### src/rtl/undolog_meta_reader.sv
// undolog_meta_reader: walks an undo log, validates each entry header and
// issues one restore-copy command per non-empty entry.
module undolog_meta_reader (
  input  logic        clk,
  input  logic        reset,
  input  logic        start_recover,
  input  logic [63:0] ulog_offset,
  input  logic [63:0] ulog_limit,
  output logic        rd_req_valid,
  input  logic        rd_req_ready,
  output logic [63:0] rd_req_addr,
  input  logic        rd_resp_valid,
  input  logic [63:0] rd_resp_data,
  output logic        rst_valid,
  input  logic        rst_ready,
  output logic [63:0] rst_dst,
  output logic [63:0] rst_src,
  output logic [31:0] rst_size,
  output logic        busy,
  output logic        done,
  output logic        error,
  output logic [15:0] entries_restored
);
  typedef enum logic [2:0] {IDLE, REQ, WAIT, CHECK, ISSUE, FIN} state_t;
  state_t      r_state, w_next;
  logic [63:0] r_cur, r_lim, r_w0, r_w1, r_w2;
  logic [1:0]  r_idx;
  logic        r_err;
  logic [15:0] r_cnt;
  logic [32:0] w_rnd;
  logic [64:0] w_adv;
  logic        w_start_over, w_adv_over, w_end, w_bad, w_zero, w_stop, w_advance;
  assign w_rnd        = ({1'b0, r_w0[31:0]} + 33'd7) & ~33'd7;
  assign w_adv        = {1'b0, r_cur} + 65'd24 + {32'd0, w_rnd};
  // the next header must fit entirely below the limit before it is read
  assign w_start_over = ({1'b0, ulog_offset} + 65'd24) > {1'b0, ulog_limit};
  assign w_adv_over   = ({1'b0, w_adv[63:0]} + 65'd24) > {1'b0, r_lim};
  assign w_stop       = w_adv[64] | w_adv_over;
  assign w_end        = (r_w0[63:48] != 16'hA5C3) | ~r_w0[47];
  assign w_bad        = r_w2 != (r_w0 ^ r_w1);
  assign w_zero       = r_w0[31:0] == 32'd0;
  assign w_advance    = (r_state == CHECK && !w_end && !w_bad && w_zero) || (r_state == ISSUE && rst_ready);
  always_ff @(posedge clk) r_state <= reset ? IDLE : w_next;
  always_comb begin
    w_next = r_state;
    case (r_state)
      IDLE:    w_next = start_recover ? (w_start_over ? FIN : REQ) : IDLE;
      REQ:     w_next = rd_req_ready ? WAIT : REQ;
      WAIT:    w_next = rd_resp_valid ? (r_idx == 2'd2 ? CHECK : REQ) : WAIT;
      CHECK:   w_next = (w_end | w_bad) ? FIN : w_zero ? (w_stop ? FIN : REQ) : ISSUE;
      ISSUE:   w_next = rst_ready ? (w_stop ? FIN : REQ) : ISSUE;
      default: w_next = IDLE;
    endcase
  end
  always_ff @(posedge clk) begin
    if (reset) begin
      r_cur <= '0;
      r_lim <= '0;
      r_w0  <= '0;
      r_w1  <= '0;
      r_w2  <= '0;
      r_idx <= '0;
      r_err <= 1'b0;
      r_cnt <= '0;
    end else begin
      if (r_state == IDLE && start_recover) begin
        r_cur <= ulog_offset;
        r_lim <= ulog_limit;
        r_err <= 1'b0;
        r_cnt <= '0;
        r_idx <= '0;
      end
      if (r_state == WAIT && rd_resp_valid) begin
        if (r_idx == 2'd0) r_w0 <= rd_resp_data;
        if (r_idx == 2'd1) r_w1 <= rd_resp_data;
        if (r_idx == 2'd2) r_w2 <= rd_resp_data;
        r_idx <= r_idx == 2'd2 ? 2'd0 : r_idx + 2'd1;
      end
      if (r_state == CHECK && !w_end && w_bad) r_err <= 1'b1;
      if (w_advance) begin
        r_cur <= w_adv[63:0];
        if (w_adv[64]) r_err <= 1'b1;
      end
      if (r_state == ISSUE && rst_ready) r_cnt <= r_cnt == 16'hFFFF ? r_cnt : r_cnt + 16'd1;
    end
  end
  assign rd_req_valid     = r_state == REQ;
  assign rd_req_addr      = rd_req_valid ? r_cur + {59'd0, r_idx, 3'd0} : '0;
  assign rst_valid        = r_state == ISSUE;
  assign rst_dst          = rst_valid ? r_w1 : '0;
  assign rst_src          = rst_valid ? r_cur + 64'd24 : '0;
  assign rst_size         = rst_valid ? r_w0[31:0] : '0;
  assign busy             = r_state != IDLE && r_state != FIN;
  assign done             = r_state == FIN;
  assign error            = r_err;
  assign entries_restored = r_cnt;
endmodule
### config.mk
export PLATFORM = sky130hd
export DESIGN_NAME = undolog_meta_reader
export DESIGN_NICKNAME = d
export VERILOG_FILES = /design/src/rtl/undolog_meta_reader.sv
export SDC_FILE = /design/constraint.sdc
export NUM_CORES = 2
export LEC_CHECK = 0
export ABC_AREA = 1
export CORE_ASPECT_RATIO = 1.25
export CORE_MARGIN = 5
export CORE_UTILIZATION = 30
export CTS_CLUSTER_SIZE = 12
export DETAILED_ROUTE_END_ITERATION = 6
export PLACE_DENSITY_LB_ADDON = 0.25
export SETUP_SLACK_MARGIN = 0.1
export SKIP_CTS_REPAIR_TIMING = 1
export SLEW_MARGIN = 20
export SYNTH_ARGS = -nofsm -noshare
export SYNTH_HDL_FRONTEND = slang
export SYNTH_SLANG_ARGS = --single-unit
### constraint.sdc
create_clock -name clk -period 8.9 [get_ports clk]
set_input_delay 1.335 -clock clk [delete_from_list [all_inputs] [get_ports clk]]
set_output_delay 1.335 -clock clk [all_outputs]
set_load 0.005 [all_outputs]
==> results.py <==
metrics = {
    "critical_path": {
        "crit_top_cell": "nand2_1",
        "r2r_slack_ns": 0.75,
        "crit_slowest_cell": "ha_1",
        "worstSetupStartpointType": "flop",
        "reg2reg_depth": 55,
        "cp_max_fo": 6,
        "path_buf_inv": 6,
        "rr_endpoint": "r_state[2]",
        "critPathKind": "reg2reg",
        "arrival_ns": 8.65,
        "slowest_delay_ns": 0.41,
        "worstPathRequired_ns": 9.39,
        "rr_startpoint": "r_w0[1]",
        "crit_family": "simple AND/OR/NAND/NOR gates",
        "crit_path_end_kind": "flop",
    },
    "global_routing": {
        "grt_pass1_wl_um": 207000,
        "grt-ovfl-total": 0,
        "grt_max_degree": 159,
        "antenna_found_initial": 5,
        "grt_pass1_vias": 31198,
        "grt_use_total_pct": 27.0,
    },
    "pwr": {
        "total_power_mw": 4.87,
        "max-vdd-ir-drop_uv": 129,
        "leakage_nw": 15.0,
        "powerDensity_mw_per_mm2": 135,
    },
    "routing": {
        "drt_iter0_drc": 2491,
        "wirelength_um": 145000,
        "vias_per_cell": 5.03,
        "wire_per_inst_um": 22.7,
        "ant_nets": 0,
        "vias": 32026,
        "firstDrtPassIters": 7,
        "drc_errors": 1,
    },
    "synth": {
        "syn-num-nets": 5075,
        "synthTopCellsByArea": "dfxtp_1, inv_1, nand2_1",
        "synth_compound_area_share_pct": 16.9,
        "synth_xor_area_share_pct": 7.88,
        "synthDominantCellAreaShare_pct": 23.6,
        "synth_top_family_by_area": "simple AND/OR/NAND/NOR gates",
        "synth_simple_gate_area_share_pct": 30.2,
        "synth_top_flop_cell": "dfxtp_1",
        "synth_area_leader_cell": "dfxtp_1",
        "ys_ff_latch": 342,
        "async_reset_ff_share_pct": 0,
        "yosysWarnings": 0,
        "syn_inst": 4681,
        "yosysSeqAreaShare_pct": 23.6,
        "synth.area.mux_share_pct": 0,
        "synth_cell_types": 62,
        "syn_area_per_cell_um2": 6.19,
        "synth_edf_count": 0,
        "synth_area_mm2": 0.0290,
        "synth_fa_ha_area_share_pct": 8.51,
    },
    "timing": {
        "rsz0062_at_grt": "false",
        "clock.fmax_mhz": 123,
        "final.setup_skew_ns": 0.0270,
        "fin_crit_ns": 8.15,
        "finalHoldViolCount": 0,
        "maxSlewViolCount": 0,
        "worst_slew_pin_slew_ns": 1.16,
        "finalSetupViolCount": 0,
        "relSlewSlack_pct": 21.7,
        "fin_crit_sh_pct": 91.6,
        "tns_ns": 0,
    },
    "clocking": {
        "clock-sinks": 342,
        "h-tree-depth": 2,
        "root_buffer": "clkbuf_16",
        "cts_buffer_depth": 3,
        "cts_tree": "yes",
        "clk_latency_ns": 0.60,
        "cts_buffers": 42,
        "clkTransAtPathRegs_ns": 0.06,
    },
    "floorplanning": {
        "die_h_um": 358,
        "num_io_pins": 443,
        "start_util_pct": 30.2,
        "num_rows": 127,
        "dieArea_mm2": 0.103,
        "fp.coreArea_mm2": 0.0960,
        "die_w_um": 288,
    },
    "finish": {
        "final_area_mm2": 0.0361,
        "multi_input_area_mm2": 0.0185,
        "antenna-diode-count": 0,
        "mostFrequentLayoutCells": "inv_1, nand2_1, nor2_1",
        "seqCellArea_mm2": 0.00685,
        "fillers": 10630,
        "drive_above_1_share_pct": 5.28,
        "syn2layout_area_growth_pct": 24.6,
        "final_nets": 5444,
        "final_common_cell": "inv_1",
    },
    "status": {
        "status": "complete, but fails checks",
        "violations": "DRC",
    },
    "place": {
        "io_buffers": 442,
        "gp_congestion": 0.984,
        "place_area_mm2": 0.0347,
        "dp_hpwl_um": 119000,
    },
    "min_path": {
        "hp-class": "reg2reg",
        "worstHoldStart": "r_w0[46]",
        "hold-path-endpoint": "r_w0[46]",
        "holdPathStages": 2,
    },
    "flow_run": {
        "max-cap-violations": 0,
    },
}
worst max-delay path by stage:
stage / from / to / slack, ns / cells after the start
2_1_floorplan: r_w0[1] / r_state[2] / 2.74 / 62
3_3_place_gp: r_w0[1] / r_state[2] / 0.78 / 58
3_5_place_dp: r_w0[1] / r_state[2] / 0.84 / 58
4_1_cts: r_w0[1] / r_state[2] / 0.82 / 58
5_1_grt: r_w0[1] / r_state[2] / 0.12 / 62
6_report: r_w0[1] / r_state[2] / 0.75 / 55
routing by layer:
layer  routed length, um  GRT usage, %
met4                9730          14.7
met2               65900          45.2
met1               60200          33.4
met3                8970          4.06
met5                  60             0
cells by family (layout without fill, tap and decap cells):
| logic type | Yosys count | count (layout) |
|---|---|---|
| buffers and inverters | 988 | 1385 |
| adder cells (fa/ha/maj) | 196 | 196 |
| flip-flops | 342 | 342 |
| AO/OA/AOI/OAI | 946 | 946 |
| AND/OR/NAND/NOR | 1949 | 1949 |
| XOR/XNOR | 260 | 260 |
through the flow:
step	util (%)	hold WS, ns	instances	setup WS (ns)
after detailed placement	36.2	0.450	6296	0.842
after CTS	37.6	0.459	6368	0.818
final	37.6	0.457	6368	0.748
after floorplan	-	0.433	4681	2.74
after global routing	37.6	0.482	6368	0.122
after global placement	36.2	0.446	6296	0.779
cell usage after synthesis (13+ instances only):
cell type	number
nor3_2	16
xor2_1	175
clkbuf_1	125
nor3_1	101
o22ai_1	34
nand2_1	742
nor2_1	654
ha_1	194
nand3b_1	13
nand3_1	165
inv_1	797
nor4_1	69
nand2_2	25
nand4_1	69
nor2_2	33
o21ai_0	396
nor2_4	15
xnor2_1	84
a21oi_1	462
dfxtp_1	342
o21a_1	21
inv_2	42
power breakdown:
part           internal [mW]  switching [mW]
Combinational          0.460           0.931
Sequential              1.61          0.0959
Clock                   1.01           0.761
Total                   3.08            1.79
worst min-delay path, stage by stage, from the launching register on:
cell and delay [ns]:
dfxtp_1 0.31, inv_1 0.05, a21oi_1 0.05
final cells by class:
cell class,instances,share of cell area (%)
clock inverter,10,0.312
tap,1290,4.47
timing repair buffer,470,12.8
sequential,342,19.0
inverter,843,8.79
multi-input combinational,3351,51.2
clock buffer,62,3.48
flip-flops by register name, indices dropped and copies added, names as in the netlist:
signal and count:
r_w0 64, r_w2 64, r_lim 64, r_cur 64, entries_restored 16, r_w1 64
r_state 3, error 1, r_idx 2
Power figures use the tool's default switching activity.
